===== config.mk =====
export PLATFORM = sky130hd
export DESIGN_NAME = uart_cfg_sequencer
export DESIGN_NICKNAME = d
export VERILOG_FILES = /design/src/rtl/uart_pkg.sv /design/src/rtl/uart_cfg_sequencer.sv
export SDC_FILE = /design/constraint.sdc
export NUM_CORES = 1
export LEC_CHECK = 0
export ABC_AREA = 1
export BUFFER_PORTS_ARGS = -buffer_cell sky130_fd_sc_hd__buf_2
export CAP_MARGIN = 30
export CORE_ASPECT_RATIO = 0.8
export CORE_MARGIN = 2
export CORE_UTILIZATION = 51
export CTS_CLUSTER_DIAMETER = 60
export DETAILED_ROUTE_END_ITERATION = 10
export PLACE_DENSITY = 0.94
export SYNTH_ARGS = -nofsm -noshare
export SYNTH_HDL_FRONTEND = slang
export SYNTH_SLANG_ARGS = --single-unit

===== constraint.sdc =====
create_clock -name clk -period 8.9 [get_ports clk]
set_input_delay 2.225 -clock clk [delete_from_list [all_inputs] [get_ports clk]]
set_output_delay 2.225 -clock clk [all_outputs]
set_load 0.02 [all_outputs]

===== src/rtl/uart_pkg.sv =====
// Shared UART register map constants and the configuration sequencer state type.
package uart_pkg;

  localparam logic [2:0] ADDR_RBR_THR_DLL = 3'd0;
  localparam logic [2:0] ADDR_IER_DLM     = 3'd1;
  localparam logic [2:0] ADDR_FCR         = 3'd2;
  localparam logic [2:0] ADDR_LCR         = 3'd3;

  localparam int         LCR_DLAB_BIT     = 7;
  localparam logic [7:0] LCR_DLAB_MASK    = 8'h1 << LCR_DLAB_BIT;

  typedef enum logic [2:0] {
    IDLE,
    DLAB_SET,
    DLL,
    DLM,
    LCR,
    FCR,
    DONE
  } cfg_state_t;

endpackage


===== src/rtl/uart_cfg_sequencer.sv =====
// Shares the regs_uart bus between a host port and an atomic divisor/LCR/FCR
// programming burst, so the host never sees the register map with DLAB=1.
module uart_cfg_sequencer
  import uart_pkg::*;
(
  input  logic        clk,
  input  logic        rst_n,
  input  logic        cfg_valid_i,
  output logic        cfg_ready_o,
  input  logic [15:0] cfg_div_i,
  input  logic [7:0]  cfg_lcr_i,
  input  logic [7:0]  cfg_fcr_i,
  input  logic        host_req_i,
  input  logic        host_wr_i,
  input  logic [2:0]  host_addr_i,
  input  logic [7:0]  host_din_i,
  output logic        host_gnt_o,
  output logic        wr_o,
  output logic        rd_o,
  output logic [2:0]  addr_o,
  output logic [7:0]  din_o,
  output logic        busy_o,
  output logic        done_o,
  output logic        err_o
);

  cfg_state_t  state, state_nxt;
  logic        last_host;
  logic        err_flag, err_nxt;
  logic        host_win, cfg_win;
  logic [15:0] div;
  logic [6:0]  lcr;
  logic [7:0]  fcr;
  logic        lcr_dlab_unused;

  // DLAB is owned by the sequencer; the requester's bit 7 is discarded.
  assign lcr_dlab_unused = cfg_lcr_i[LCR_DLAB_BIT];

  // Host first, but a host that held the bus last cycle yields to a waiting request.
  always_comb begin
    host_win = 1'b0;
    cfg_win  = 1'b0;
    if (rst_n && state == IDLE) begin
      host_win = host_req_i && !(last_host && cfg_valid_i);
      cfg_win  = cfg_valid_i && !host_win;
    end
  end

  always_comb begin
    state_nxt   = state;
    err_nxt     = err_flag;
    host_gnt_o  = host_win;
    cfg_ready_o = cfg_win;
    wr_o        = 1'b0;
    rd_o        = 1'b0;
    addr_o      = '0;
    din_o       = '0;
    busy_o      = (state != IDLE);
    done_o      = 1'b0;
    err_o       = 1'b0;
    case (state)
      IDLE: begin
        if (host_win) begin
          wr_o   = host_wr_i;
          rd_o   = !host_wr_i;
          addr_o = host_addr_i;
          din_o  = host_din_i;
        end else if (cfg_win) begin
          if (cfg_div_i == 16'd0) begin
            state_nxt = DONE;
            err_nxt   = 1'b1;
          end else begin
            state_nxt = DLAB_SET;
          end
        end
      end
      DLAB_SET: begin
        wr_o      = 1'b1;
        addr_o    = ADDR_LCR;
        din_o     = LCR_DLAB_MASK;
        state_nxt = DLL;
      end
      DLL: begin
        wr_o      = 1'b1;
        addr_o    = ADDR_RBR_THR_DLL;
        din_o     = div[7:0];
        state_nxt = DLM;
      end
      DLM: begin
        wr_o      = 1'b1;
        addr_o    = ADDR_IER_DLM;
        din_o     = div[15:8];
        state_nxt = LCR;
      end
      LCR: begin
        wr_o      = 1'b1;
        addr_o    = ADDR_LCR;
        din_o     = {1'b0, lcr};
        state_nxt = FCR;
      end
      FCR: begin
        wr_o      = 1'b1;
        addr_o    = ADDR_FCR;
        din_o     = fcr;
        state_nxt = DONE;
      end
      DONE: begin
        done_o    = 1'b1;
        err_o     = err_flag;
        err_nxt   = 1'b0;
        state_nxt = IDLE;
      end
      default: state_nxt = IDLE;
    endcase
  end

  always_ff @(posedge clk or negedge rst_n) begin
    if (!rst_n) begin
      state     <= IDLE;
      last_host <= 1'b0;
      err_flag  <= 1'b0;
    end else begin
      state     <= state_nxt;
      last_host <= host_win;
      err_flag  <= err_nxt;
    end
  end

  // Request fields are only consumed after a handshake, so they need no reset.
  always_ff @(posedge clk) begin
    if (cfg_win) begin
      div <= cfg_div_i;
      lcr <= cfg_lcr_i[6:0];
      fcr <= cfg_fcr_i;
    end
  end

endmodule


# After elaboration in Yosys (flattened, before gate mapping)

Index checks and enable logic that the tools add are counted.

Mux-type cells: 20
Reduce and logical (&&, ||, !) cells: 15
Eq/ne operators: 9

Operators by type and width:

| kind                                           | count |
|---|---|
| case mux 8 bit (6 select lines)                | 1 |
| case mux 3 bit (6 select lines)                | 1 |
| logical NOT 16 bit                             | 1 |
| 2-to-1 mux 3 bit                               | 4 |
| case mux 3 bit (4 select lines)                | 1 |
| 2-to-1 mux 1 bit                               | 10 |
| == test 3 bit (second input constant)          | 3 |
| 2-to-1 mux 8 bit                               | 1 |
| == test 3 x 2 -> 1 bit (second input constant) | 2 |
| OR reduction 5 bit                             | 1 |
| logical AND 1 bit                              | 4 |
| != test 2 bit (second input constant)          | 2 |
| case mux 1 bit (2 select lines)                | 2 |
| AND reduction 4 bit                            | 1 |
| == test 3 x 1 -> 1 bit (second input constant) | 1 |
| logical NOT 1 bit                              | 3 |
| logical NOT 3 bit                              | 1 |
| nonzero test 3 bit                             | 1 |
| != test 2 x 1 -> 1 bit (second input constant) | 1 |
| AND reduction 2 bit                            | 1 |
| nonzero test 2 bit                             | 1 |
| OR reduction 2 bit                             | 1 |

Bits of input ports: 48
Output and inout port bits: 18
Flip-flop bits (word level): 36
Word-level logic and storage cells: 50

# Logic depth before layout (Yosys ltp)

Gate-level depths: netlist (run 1).

Depth after elaboration: 9
Gate-level depth with buffers: 8
Depth with buffers taken out: 7

# Worst setup path before layout (run 1)

Ideal clock, no wire load.

Path type: input to output
From: input cfg_valid_i
To: output cfg_ready_o
Arrival time: 4.019 ns
Path buffers: 0
Data required time: 6.675 ns
Cell stages on the path: 4
Path slack: 2.656 ns
Path through: nand2_1 nand2_1 nand2_1 nor2_1

Cells in the longest elaborated chain, start to end: 6

Ends and longest elaborated chain:

| element               | RTL line                 | RTL |
|---|---|---|
| start: declaration    | uart_cfg_sequencer.sv:8  | `input logic cfg_valid_i,` |
| logical AND 1 bit     | uart_cfg_sequencer.sv:44 | `host_win = host_req_i && !(last_host && cfg_valid_i);` |
| logical NOT 1 bit     | uart_cfg_sequencer.sv:44 |  |
| logical AND 1 bit     | uart_cfg_sequencer.sv:44 |  |
| logical NOT 1 bit     | uart_cfg_sequencer.sv:45 | `cfg_win = cfg_valid_i && !host_win;` |
| logical AND 1 bit (*) | uart_cfg_sequencer.sv:45 |  |
| 2-to-1 mux 1 bit (*)  | uart_cfg_sequencer.sv:43 | `if (rst_n && state == IDLE) begin` |
| end: declaration      | uart_cfg_sequencer.sv:9  | `output logic cfg_ready_o,` |

Every way passes the cells marked *; elsewhere a longest branch is shown, timed or not.

# Worst setup path after layout (run 1)

Same ends and word-level chain as after synthesis.

==> results of run 1 <==
[cell families (layout without fill, tap and decap cells)]
group	Yosys count	in the layout	share of synthesized area
AOI/OAI and AO/OA	18	18	0.07109
DFF	36	36	0.6667
and+or+nand+nor	75	75	0.2251
buffers and inverters	12	83	0.03713
[layer usage]
layer  track usage  wire (um)  vias to the layer above
met1        0.2364       1377                      571
met3       0.06695        346                        2
li1              -          -                      646
met2        0.3467       1559                       72
met5             0          0                        -
met4       0.06803          8                        0
[area by class of cell]
class | instances | area [sq um] | area share
clock buffer | 5 | 68.82 | 0.03385
clock inverter | 3 | 18.77 | 0.009231
inverter | 10 | 40.04 | 0.01969
multi-input combinational | 93 | 471.7 | 0.2320
sequential | 36 | 1056 | 0.5194
tap | 40 | 50.05 | 0.02462
timing repair buffer | 65 | 327.8 | 0.1612
[where the power goes]
group	switching, mW	internal [mW]	total [mW]
clock	0.0575	0.0544	0.112
combinational	0.131	0.0628	0.194
sequential	0.0120	0.204	0.216
total	0.201	0.322	0.522
[registers in the layout (all words and copies together), names as in the netlist]
| signal | flops |
|---|---|
| last_host | 1 |
| div | 16 |
| err_flag | 1 |
| lcr | 7 |
| fcr | 8 |
| state | 3 |
[worst register-to-register path: stages, from the launching register on]
cell     delay, ns
dfrtp_1       0.58
nor2_4        0.24
nand2_2       0.10
nor2_2        0.08
buf_4         0.35
[worst min path at each step]
stage,from,to,slack [ns],depth (start not counted)
final,err_flag,err_flag,0.52,2
after global routing,err_flag,err_flag,0.56,2
after CTS,err_flag,err_flag,0.53,2
after detailed placement,err_flag,err_flag,0.52,2
after global placement,err_flag,err_flag,0.51,2
after floorplan,err_flag,err_flag,0.50,2
[stage by stage]
step           setup slack, ns  power (mW)  cell area [sq um]  utilization
6_report                 3.392      0.5222               2033       0.6737
5_1_grt                  3.286      0.5527               2033       0.6737
4_1_cts                  3.381      0.5273               2033       0.6737
3_5_place_dp             3.382      0.4150               1946       0.6447
3_3_place_gp             3.411      0.4100               1946       0.6447
2_1_floorplan            2.656      0.3544               1584            -
[Yosys cell counts (3+ instances only)]
master / number
nand3_1: 11
nand4_1: 8
nor2_1: 17
nor2_2: 3
a21oi_1: 6
nand2_1: 30
dfrtp_1: 5
inv_2: 3
inv_1: 6
o21ai_0: 3
nor2_4: 3
a22oi_1: 8
edfxtp_1: 31
==> impl_metrics.yaml, run 1 <==
clock_network:
  ctsResizeCount: 0
  numCtsBuffers: 5
  insertion_delay_ns: 0.29
  clk_pin_slew_ns: 0.07
  h-tree-depth: 2
  cts_buffer_depth: 2
  ctsHoldBuffers: 0
  cts_root_buf: "clkbuf_8"
  post_cts_buffers: 0
  cts_tree: "yes"
  clkSinkCount: 36
critical_path:
  crit_fanout: 32
  crit_arrival_ns: 3.28
  r2r-end: "div[0]"
  endpoint_kind: "output pin"
  r2r_slack_ns: 7.19
  cp_slowest_cell: "buf_4"
  path_buf_inv: 3
  required_ns: 6.68
  cp_slowest_stage_delay_ns: 0.35
  worst-path-stages: 7
  reg2reg_depth: 4
  worstSetupStartpoint: "cfg_valid_i"
  critPathTopFamily: "buffers and inverters"
  worst_setup_path_start_kind: "input port"
  crit_top_cell: "nand2_1"
  endpoint: "cfg_ready_o"
  path_cells: "buf_2 > nand2_1 > nand2_1 > nand2_1 > nor2_2 > buf_4 > buf_2"
  r2r-start: "state[2]"
  critical_path_class: "in2out"
cells_and_area:
  final_cell_mix: "buf_2 (64), edfxtp_1 (31), nand2_1 (30)"
  fillers: 253
  final_common_cell: "buf_2"
  syn_to_final_growth_pct: 28.36
  final_cells: 252
  nNetsFinal: 259
  drive_above_1_share: 0.4057
  n_antenna_cell: 0
drt:
  vias_per_cell: 5.123
  first_pass_iters: 4
  drt_iter0_markers: 62
  vias: 1291
  drc: 0
  drt-wirelength-per-cell_um: 13.06
  drt-total-wl_um: 3291
  ant_nets: 0
timing:
  period_needed_ns: 5.508
  clock.fmax_mhz: 181.5
  slew_headroom: 0.6384
  tightest_slew_ns: 0.5424
  timing_hold_violations_final: 0
  setup_viol_count_final: 0
  slew_viol_final: 0
  finalCritPeriodShare: 0.6189
  rsz0062_at_grt: "false"
  worst_hold_slack_ns: 0.5216
  fin_tns_setup_ns: 0
  fin_skew_ns: 0.004245
logic_synthesis:
  synth-edff-count: 31
  netlist.top_cell.by_area: "edfxtp_1"
  synth_area_sq_um: 1584
  yosysSeqAreaShare: 0.6667
  syn_area_per_cell_sq_um: 11.23
  synth-seq-cells: 36
  synth-warning-count: 0
  synthArstFlopShare: 0.1389
  synth_fp_nets: 189
  synth_cell_type_count: 20
  synthCells: 141
  synth-main-ff-cell: "edfxtp_1"
  synth_top_cells_by_area: "edfxtp_1 (59%), dfrtp_1 (7.9%), nand2_1 (7.1%)"
  synth_top_area_frac: 0.5877
status:
  outcome: "finished clean"
place:
  port_buffers: 64
  dp_hpwl_um: 2474
  post-place-cells: 244
  place.gp.congestion: 0.7744
global_route:
  grt_max_degree: 33
  grt_overflow_total: 0
  grt.total_usage: 0.1994
  antenna_found_initial: 0
  grt_pass1_vias: 1160
  grt_pass1_wl_um: 4919
floorplanning:
  core_sq_um: 3018
  die-width_um: 66.31
  dieArea_sq_um: 3570
  die_h_um: 53.85
  rows: 18
  num_io_pins: 66
  start_util: 0.5249
power:
  powerDensity_nw_per_um2: 256.9
  power_leakage_nw: 0.8578
  ir_drop_mv: 0.1656
min_path:
  hp-class: "reg2reg"
run:
  timing.max_cap.violations: 0
No activity file was read; power rests on OpenSTA's default activity.
==> run 2, diff against run 1 <==
--- a/config.mk
+++ b/config.mk
@@ -10,10 +10,10 @@
 export CAP_MARGIN = 30
 export CORE_ASPECT_RATIO = 0.8
 export CORE_MARGIN = 2
-export CORE_UTILIZATION = 51
+export CORE_UTILIZATION = 47
 export CTS_CLUSTER_DIAMETER = 60
 export DETAILED_ROUTE_END_ITERATION = 10
-export PLACE_DENSITY = 0.94
+export PLACE_DENSITY = 0.89
 export SYNTH_ARGS = -nofsm -noshare
 export SYNTH_HDL_FRONTEND = slang
 export SYNTH_SLANG_ARGS = --single-unit
==> constraint.sdc (replaced) <==
create_clock -name clk -period 5.76 [get_ports clk]
set_input_delay 1.44 -clock clk [delete_from_list [all_inputs] [get_ports clk]]
set_output_delay 1.44 -clock clk [all_outputs]
set_load 0.02 [all_outputs]
==> impl_metrics.yaml, run 2 (synthesized netlist as in run 1, its figures left out) <==
min_path:
  holdPathStages: 2
  hp-class: "reg2reg"
  hold_end: "err_flag"
  hp-start: "err_flag"
cells_and_area:
  nNetsFinal: 259
  largest_register_ff_count: 16
  n_antenna_cell: 0
  final_common_cell: "buf_2"
  regMostFlops: "div"
  drive_above_1_share: 0.3981
  final_cell_mix: "buf_2 (64), edfxtp_1 (31), nand2_1 (30)"
  syn_to_final_growth_pct: 27.73
  design_area_sq_um: 2023
  reg.largest.list: "div (16), fcr (8), lcr (7)"
timing:
  rsz0062_at_grt: "false"
  fin_tns_setup_ns: 0
  tightest_slew_ns: 0.5953
  period_needed_ns: 3.950
  clock.fmax_mhz: 253.1
  finalCritPeriodShare: 0.6858
  setup_viol_count_final: 0
  slew_viol_final: 0
  worst_hold_slack_ns: 0.5439
  fin_ws_ns: 1.810
  fin_skew_ns: 0.001694
  timing_hold_violations_final: 0
  slew_headroom: 0.6031
power:
  powerDensity_nw_per_um2: 396.0
  sw_frac_of_total: 0.3820
  power_uw: 801.2
  power_leakage_nw: 0.8510
  combinationalPowerShare: 0.378
  ir_drop_mv: 0.1980
  clkPwrFrac: 0.201
  switchingPower_uw: 306.1
  power.internal_uw: 495.1
  seq_power_share: 0.421
critical_path:
  crit_fanout: 32
  reg2reg_depth: 4
  worst_setup_path_start_kind: "input port"
  critical_path_class: "in2out"
  crit_arrival_ns: 2.51
  endpoint_kind: "output pin"
  required_ns: 4.32
  r2r-end: "lcr[4]"
  r2r-start: "state[2]"
  r2r_slack_ns: 4.01
global_route:
  grt_pass1_wl_um: 5451
  grt_overflow_total: 0
  grt_pass1_vias: 1268
  grt_max_degree: 33
  antenna_found_initial: 0
  grt.total_usage: 0.2016
drt:
  first_pass_iters: 4
  vias_per_cell: 5.120
  drt-total-wl_um: 3480
  drt-wirelength-per-cell_um: 13.86
  vias: 1285
  ant_nets: 0
  drc: 0
  drt_iter0_markers: 46
clock_network:
  insertion_delay_ns: 0.28
  cts_buffer_depth: 2
  clkSinkCount: 36
  cts_tree: "yes"
  cts_root_buf: "clkbuf_8"
  h-tree-depth: 2
  numCtsBuffers: 5
  post_cts_buffers: 0
  ctsResizeCount: 0
  clk_pin_slew_ns: 0.06
  ctsHoldBuffers: 0
floorplanning:
  die_h_um: 55.93
  start_util: 0.5024
  num_io_pins: 66
  dieArea_sq_um: 3854
  rows: 18
  core_sq_um: 3153
  die-width_um: 68.91
place:
  port_buffers: 64
  dp_hpwl_um: 2588
  place.gp.congestion: 0.7412
  place_area_sq_um: 1946
  dp_slack_ns: 1.804
status:
  outcome: "finished clean"
run:
  timing.max_cap.violations: 0
## run 2: changes by cell type in the layout (fill, tap and decap cells not counted)
cell / previous run / this run
clkinv_4: 1 / 0
clkinv_2: 2 / 1
clkbuf_1: 0 / 1
## run 2: power groups by stage
stage / clock (mW) / combinational, mW / sequential [mW]
after global placement: 0 / 0.298 / 0.339
after detailed placement: 0 / 0.306 / 0.342
final: 0.161 / 0.303 / 0.337
after CTS: 0.166 / 0.307 / 0.336
after floorplan: 0 / 0.216 / 0.332
after global routing: 0.177 / 0.338 / 0.339
## run 2: how the worst max path moves through the flow
stage                        endpoint         from  cells past startpoint
final                     cfg_ready_o  cfg_valid_i                      7
after global routing      cfg_ready_o  cfg_valid_i                      7
after CTS                 cfg_ready_o  cfg_valid_i                      7
after detailed placement  cfg_ready_o  cfg_valid_i                      7
after global placement    cfg_ready_o  cfg_valid_i                      7
after floorplan           cfg_ready_o  cfg_valid_i                      4
## run 2: area by class of cell
cell class / count / area, sq um
clock buffer: 6 / 72.57
clock inverter: 1 / 5.005
fill: 262 / 1130
inverter: 10 / 40.04
multi-input combinational: 93 / 471.7
sequential: 36 / 1056
tap: 40 / 50.05
timing repair buffer: 65 / 327.8
## run 2: routing by layer
layer,track usage,vias to the layer above,part of all wire
li1,-,644,-
met1,0.2592,578,0.44
met2,0.3159,54,0.47
met3,0.04656,9,0.067
met4,0.1008,0,0.024
met5,0,-,0
## run 2: critical path: stages
cell,delay [ns]
buf_2,0.10
nand2_1,0.06
nand2_1,0.12
nand2_1,0.08
nor2_2,0.10
buf_4,0.36
buf_2,0.24
## run 2: per-stage QoR
stage | utilization | cells
finish | 0.6417 | 251
global route | 0.6417 | 251
CTS | 0.6417 | 251
detailed placement | 0.6171 | 244
global placement | 0.6171 | 244
floorplan | - | 141
